--- src/rtl/chunk_router_ctrl.sv ---
// Routes header-prefixed packets of Nin-bit chunks to one of K destinations.
// Payload chunks pass through combinationally; headers naming an invalid destination cause the packet to be dropped.
module chunk_router_ctrl #(
    parameter int Nin  = 4,
    parameter int K    = 3,
    parameter int D    = 4,
    parameter int Ncnt = 16,
    localparam int W   = $clog2(K)
) (
    input  logic            clk,
    input  logic            reset,
    input  logic            in_v,
    input  logic [Nin-1:0]  in_d,
    output logic            in_a,
    output logic [K-1:0]    out_v,
    output logic [Nin-1:0]  out_d,
    input  logic [K-1:0]    out_a,
    output logic [W-1:0]    cur_dest,
    output logic            busy,
    output logic [Ncnt-1:0] pkt_count,
    output logic [Ncnt-1:0] drop_count
);

    localparam int CW = $clog2(D + 1);

    localparam logic [1:0] HEADER  = 2'd0;
    localparam logic [1:0] FORWARD = 2'd1;
    localparam logic [1:0] DROP    = 2'd2;

    logic [1:0]    state;
    logic [CW-1:0] cnt;
    logic [W-1:0]  hdr_id;
    logic          hdr_ok;
    logic          sel_a;
    logic          xfer;
    logic          last;

    function automatic logic [Ncnt-1:0] sat_inc(input logic [Ncnt-1:0] v);
        return (&v) ? v : v + Ncnt'(1);
    endfunction

    assign hdr_id = in_d[W-1:0];
    assign hdr_ok = (32'(hdr_id) < K);
    assign out_d  = in_d;
    assign busy   = (state != HEADER);
    assign xfer   = in_v & in_a;
    assign last   = (cnt == CW'(D - 1));

    // Destination decode is written as a compare loop so that ids >= K never index out_v/out_a.
    always_comb begin
        out_v = '0;
        sel_a = 1'b0;
        for (int i = 0; i < K; i++) begin
            if (cur_dest == W'(i)) begin
                out_v[i] = (state == FORWARD) & in_v;
                sel_a    = out_a[i];
            end
        end
    end

    always_comb begin
        in_a = 1'b0;
        case (state)
            HEADER:  in_a = in_v;
            FORWARD: in_a = in_v & sel_a;
            DROP:    in_a = in_v;
            default: in_a = 1'b0;
        endcase
    end

    always_ff @(posedge clk) begin
        if (reset) begin
            state      <= HEADER;
            cnt        <= '0;
            cur_dest   <= '0;
            pkt_count  <= '0;
            drop_count <= '0;
        end else if (state != HEADER && state != FORWARD && state != DROP) begin
            state <= HEADER;
            cnt   <= '0;
        end else if (xfer) begin
            case (state)
                HEADER: begin
                    cnt <= '0;
                    if (hdr_ok) begin
                        cur_dest <= hdr_id;
                        state    <= FORWARD;
                    end else begin
                        state <= DROP;
                    end
                end
                FORWARD: begin
                    if (last) begin
                        state     <= HEADER;
                        cnt       <= '0;
                        pkt_count <= sat_inc(pkt_count);
                    end else begin
                        cnt <= cnt + CW'(1);
                    end
                end
                default: begin
                    if (last) begin
                        state      <= HEADER;
                        cnt        <= '0;
                        drop_count <= sat_inc(drop_count);
                    end else begin
                        cnt <= cnt + CW'(1);
                    end
                end
            endcase
        end
    end

endmodule

--- config.mk ---
export PLATFORM = sky130hd
export DESIGN_NAME = chunk_router_ctrl
export DESIGN_NICKNAME = d
export VERILOG_FILES = /design/src/rtl/chunk_router_ctrl.sv
export SDC_FILE = /design/constraint.sdc
export NUM_CORES = 1
export LEC_CHECK = 0
export CORE_ASPECT_RATIO = 1.2
export CORE_UTILIZATION = 40
export CTS_BUF_LIST = sky130_fd_sc_hd__clkbuf_4
export CTS_CLUSTER_SIZE = 12
export DETAILED_ROUTE_END_ITERATION = 10
export PLACE_DENSITY = 0.72
export RECOVER_POWER = 50
export SETUP_SLACK_MARGIN = 0.02
export SLEW_MARGIN = 25
export SYNTH_ARGS = -nofsm -noshare
export SYNTH_HDL_FRONTEND = slang
export SYNTH_SLANG_ARGS = --single-unit
--- constraint.sdc ---
create_clock -name clk -period 5.1 [get_ports clk]
set_input_delay 1.02 -clock clk [delete_from_list [all_inputs] [get_ports clk]]
set_output_delay 1.02 -clock clk [all_outputs]
set_load 0.005 [all_outputs]
==> run_results.csv <==
group,metric,value,unit
worst_setup_path,critical_path_required,4.08,ns
sta,period_share,78.0,%
synth,synthFlopType,"dfxtp_1",
finish,num-fill-cells,456,
global_route,antenna_found_initial,0,
place,placed_cells,323,
drt,antenna_left,0,
worst_setup_path,cp-end-kind,"output port",
clock_tree,clock_path_buffers,2,
pwr,p_leak,0.986,nW
sta,rsz0062_at_grt,"no",
clock_tree,root_buffer,"clkbuf_4",
place,io_buffer_count,48,
place,dp_hpwl,3080,um
clock_tree,clk_pin_slew,0.11,ns
sta,tightest_slew,0.713,ns
finish,final_cell_mix,"dfxtp_1, dlygate4sd3_1, nor2_1, clkdlybuf4s50_1, a21oi_1",
worst_hold_path,hold_class,"register to register",
worst_setup_path,start_kind,"input pin",
finish,final_nets,285,
finish,final_common_cell,"dfxtp_1",
sta,drv_slew,0,
drt,drc_errors,0,
die,boundaryPins,53,
global_route,use_met1,20.7,%
die,std_cell_rows,27,
synth,ys_warn_count,0,
drt,wirelength,4320,um
global_route,gr-max-usage-layer,"met2",
synth,synth_cell_types,46,
worst_setup_path,path_class,"input pin to output port",
worst_setup_path,cp_data_arrival_time,2.96,ns
global_route,grt_pass1_vias,1596,
synth,async_flop_share,0,%
synth,synth-seq-cells,39,
global_route,grt_overflow,0,
finish,syn2layout_area_growth,26.5,%
sta,hold_viol,0,
synth,synth_fp_nets,241,
pwr,ir_drop,119,uV
global_route,grt_max_degree,26,
global_route,grt_usage,17.3,%
worst_setup_path,crit_fanout,4,
clock_tree,clkLatencyLatePin,0.35,ns
finish,layoutNonFillerInstCount,331,
synth,netlist_instances,228,
die,dieArea,0.00532,mm2
die,die-width,66.8,um
global_route,grt_use_met3,3.71,%
synth,seq_area_frac_synth,38.8,%
place,gp_congestion,0.791,
synth,post_synth.cell_area_avg,8.83,um2
clock_tree,cts_sinks,39,
clock_tree,cts_tree,"built",
sta,slew_headroom,52.1,%
sta,skew,0.0101,ns
clock_tree,cts.hold.buffers_added,0,
run_status,status,"finished clean",
global_route,grt_first_pass_wirelength,7110,um
clock_tree,htree_levels,2,
finish,final_core_util,54.2,%
global_route,gr-usage-met2,28.7,%
die,start_util,42.9,%
drt,dr.pass1.iters,4,
die,die_h,79.7,um
finish,drive_gt1_share,5.13,%
pwr,powerDensity,201,mW/mm2
die,core-area,0.00470,mm2
sta,timing.fmax,251,MHz
sta,setup_violations,0,
job,drv_cap,0,
synth,synth_edf_count,0,
sta,tns,0,ns
sta,period_needed,3.98,ns
clock_tree,cts_buffers,5,
drt,via_per_inst,5.54,
clock_tree,postCtsSetupBuffers,0,
drt,wire_per_inst,13.1,um
drt,drt-initial-drc-count,92,
drt,vias,1834,
synth,synth_area,0.00201,mm2
finish,n_antenna_cell,0,
clock_tree,cts_resized,0,
==> power by group <==
part	internal, mW	switching, mW	total (mW)	leakage, nW
logic	0.0215	0.0199	0.0414	0.640
registers	0.308	0.00521	0.313	0.315
clock network	0.0564	0.100	0.157	0.0307
==> cell type report <==
| cell class | count | area [um2] | area share (%) |
|---|---|---|---|
| Multi-Input combinational cell | 175 | 1150 | 45.0 |
| Sequential cell | 39 | 781 | 30.6 |
| Timing Repair Buffer | 49 | 488 | 19.2 |
| Tap cell | 58 | 72.6 | 2.85 |
| Clock buffer | 6 | 45.0 | 1.77 |
| Clock inverter | 2 | 7.51 | 0.295 |
| Inverter | 2 | 7.51 | 0.295 |
==> per-layer routing <==
layer	vias to the layer above	routed length, um	part of all wire, %
met3	10	187	4.3
met1	854	1990	46
met2	43	2060	48
met5	-	0	0
met4	0	90	2.1
li1	927	-	-
==> per-stage QoR <==
| step | hold slack (ns) | worst slack, ns | area, um2 | power (mW) |
|---|---|---|---|---|
| CTS | 0.488 | 1.26 | 2550 | 0.518 |
| global placement | 0.469 | 1.31 | 2490 | 0.362 |
| detailed placement | 0.472 | 1.26 | 2490 | 0.362 |
| global route | 0.517 | 0.962 | 2550 | 0.532 |
| floorplan | 0.447 | 2.30 | 2010 | 0.344 |
| finish | 0.483 | 1.12 | 2550 | 0.512 |
==> final timing paths <==
check | startpoint | end | slack, ns | cells after the start
min | cnt[0] | cnt[0] | 0.48 | 2
max reg2reg | pkt_count[3] | pkt_count[9] | 2.75 | 5
min reg2reg | cnt[0] | cnt[0] | 0.48 | 2
max | out_a[0] | in_a | 1.12 | 6
==> flip-flops by register name, summed over array words and instances (netlist names) <==
signal / cells
state: 2
cnt: 3
drop_count: 16
cur_dest: 2
pkt_count: 16
==> critical path, stage by stage <==
cell             delay, ns
dlygate4sd3_1         0.53
mux2i_1               0.19
a2bb2oi_1             0.35
o21ai_0               0.18
and2_0                0.24
clkdlybuf4s50_1       0.46
==> Yosys cell counts, drive strengths merged, types with 4 or more instances <==
cell	instances	area (um2)
dfxtp	39	781
nor2	25	93.8
a21oi	16	80.1
nand2	14	52.6
xor2	13	114
nand3	11	55.1
nand4	8	65.1
o21ai	8	40.0
or4	8	63.8
mux2i	7	70.1
o31ai	7	52.6
buf	6	56.3
clkbuf	6	22.5
nor3	6	30.0
and3	4	25.0
nor3b	4	30.0
o211ai	4	43.8
or3	4	25.0
==> kinds of logic (layout without fill, tap and decap cells) <==
| kind of cell | Yosys count | after routing | share of synthesized area (%) |
|---|---|---|---|
| multiplexers | 8 | 8 | 4.23 |
| AO/OA/AOI/OAI | 45 | 45 | 15.0 |
| adder cells (fa/ha/maj) | 3 | 3 | 1.86 |
| AND/OR/NAND/NOR | 104 | 104 | 29.3 |
| XOR/XNOR | 15 | 15 | 6.53 |
| buffers and inverters | 14 | 59 | 4.29 |
| flip-flops | 39 | 39 | 38.8 |
Power figures use the tool's default switching activity.
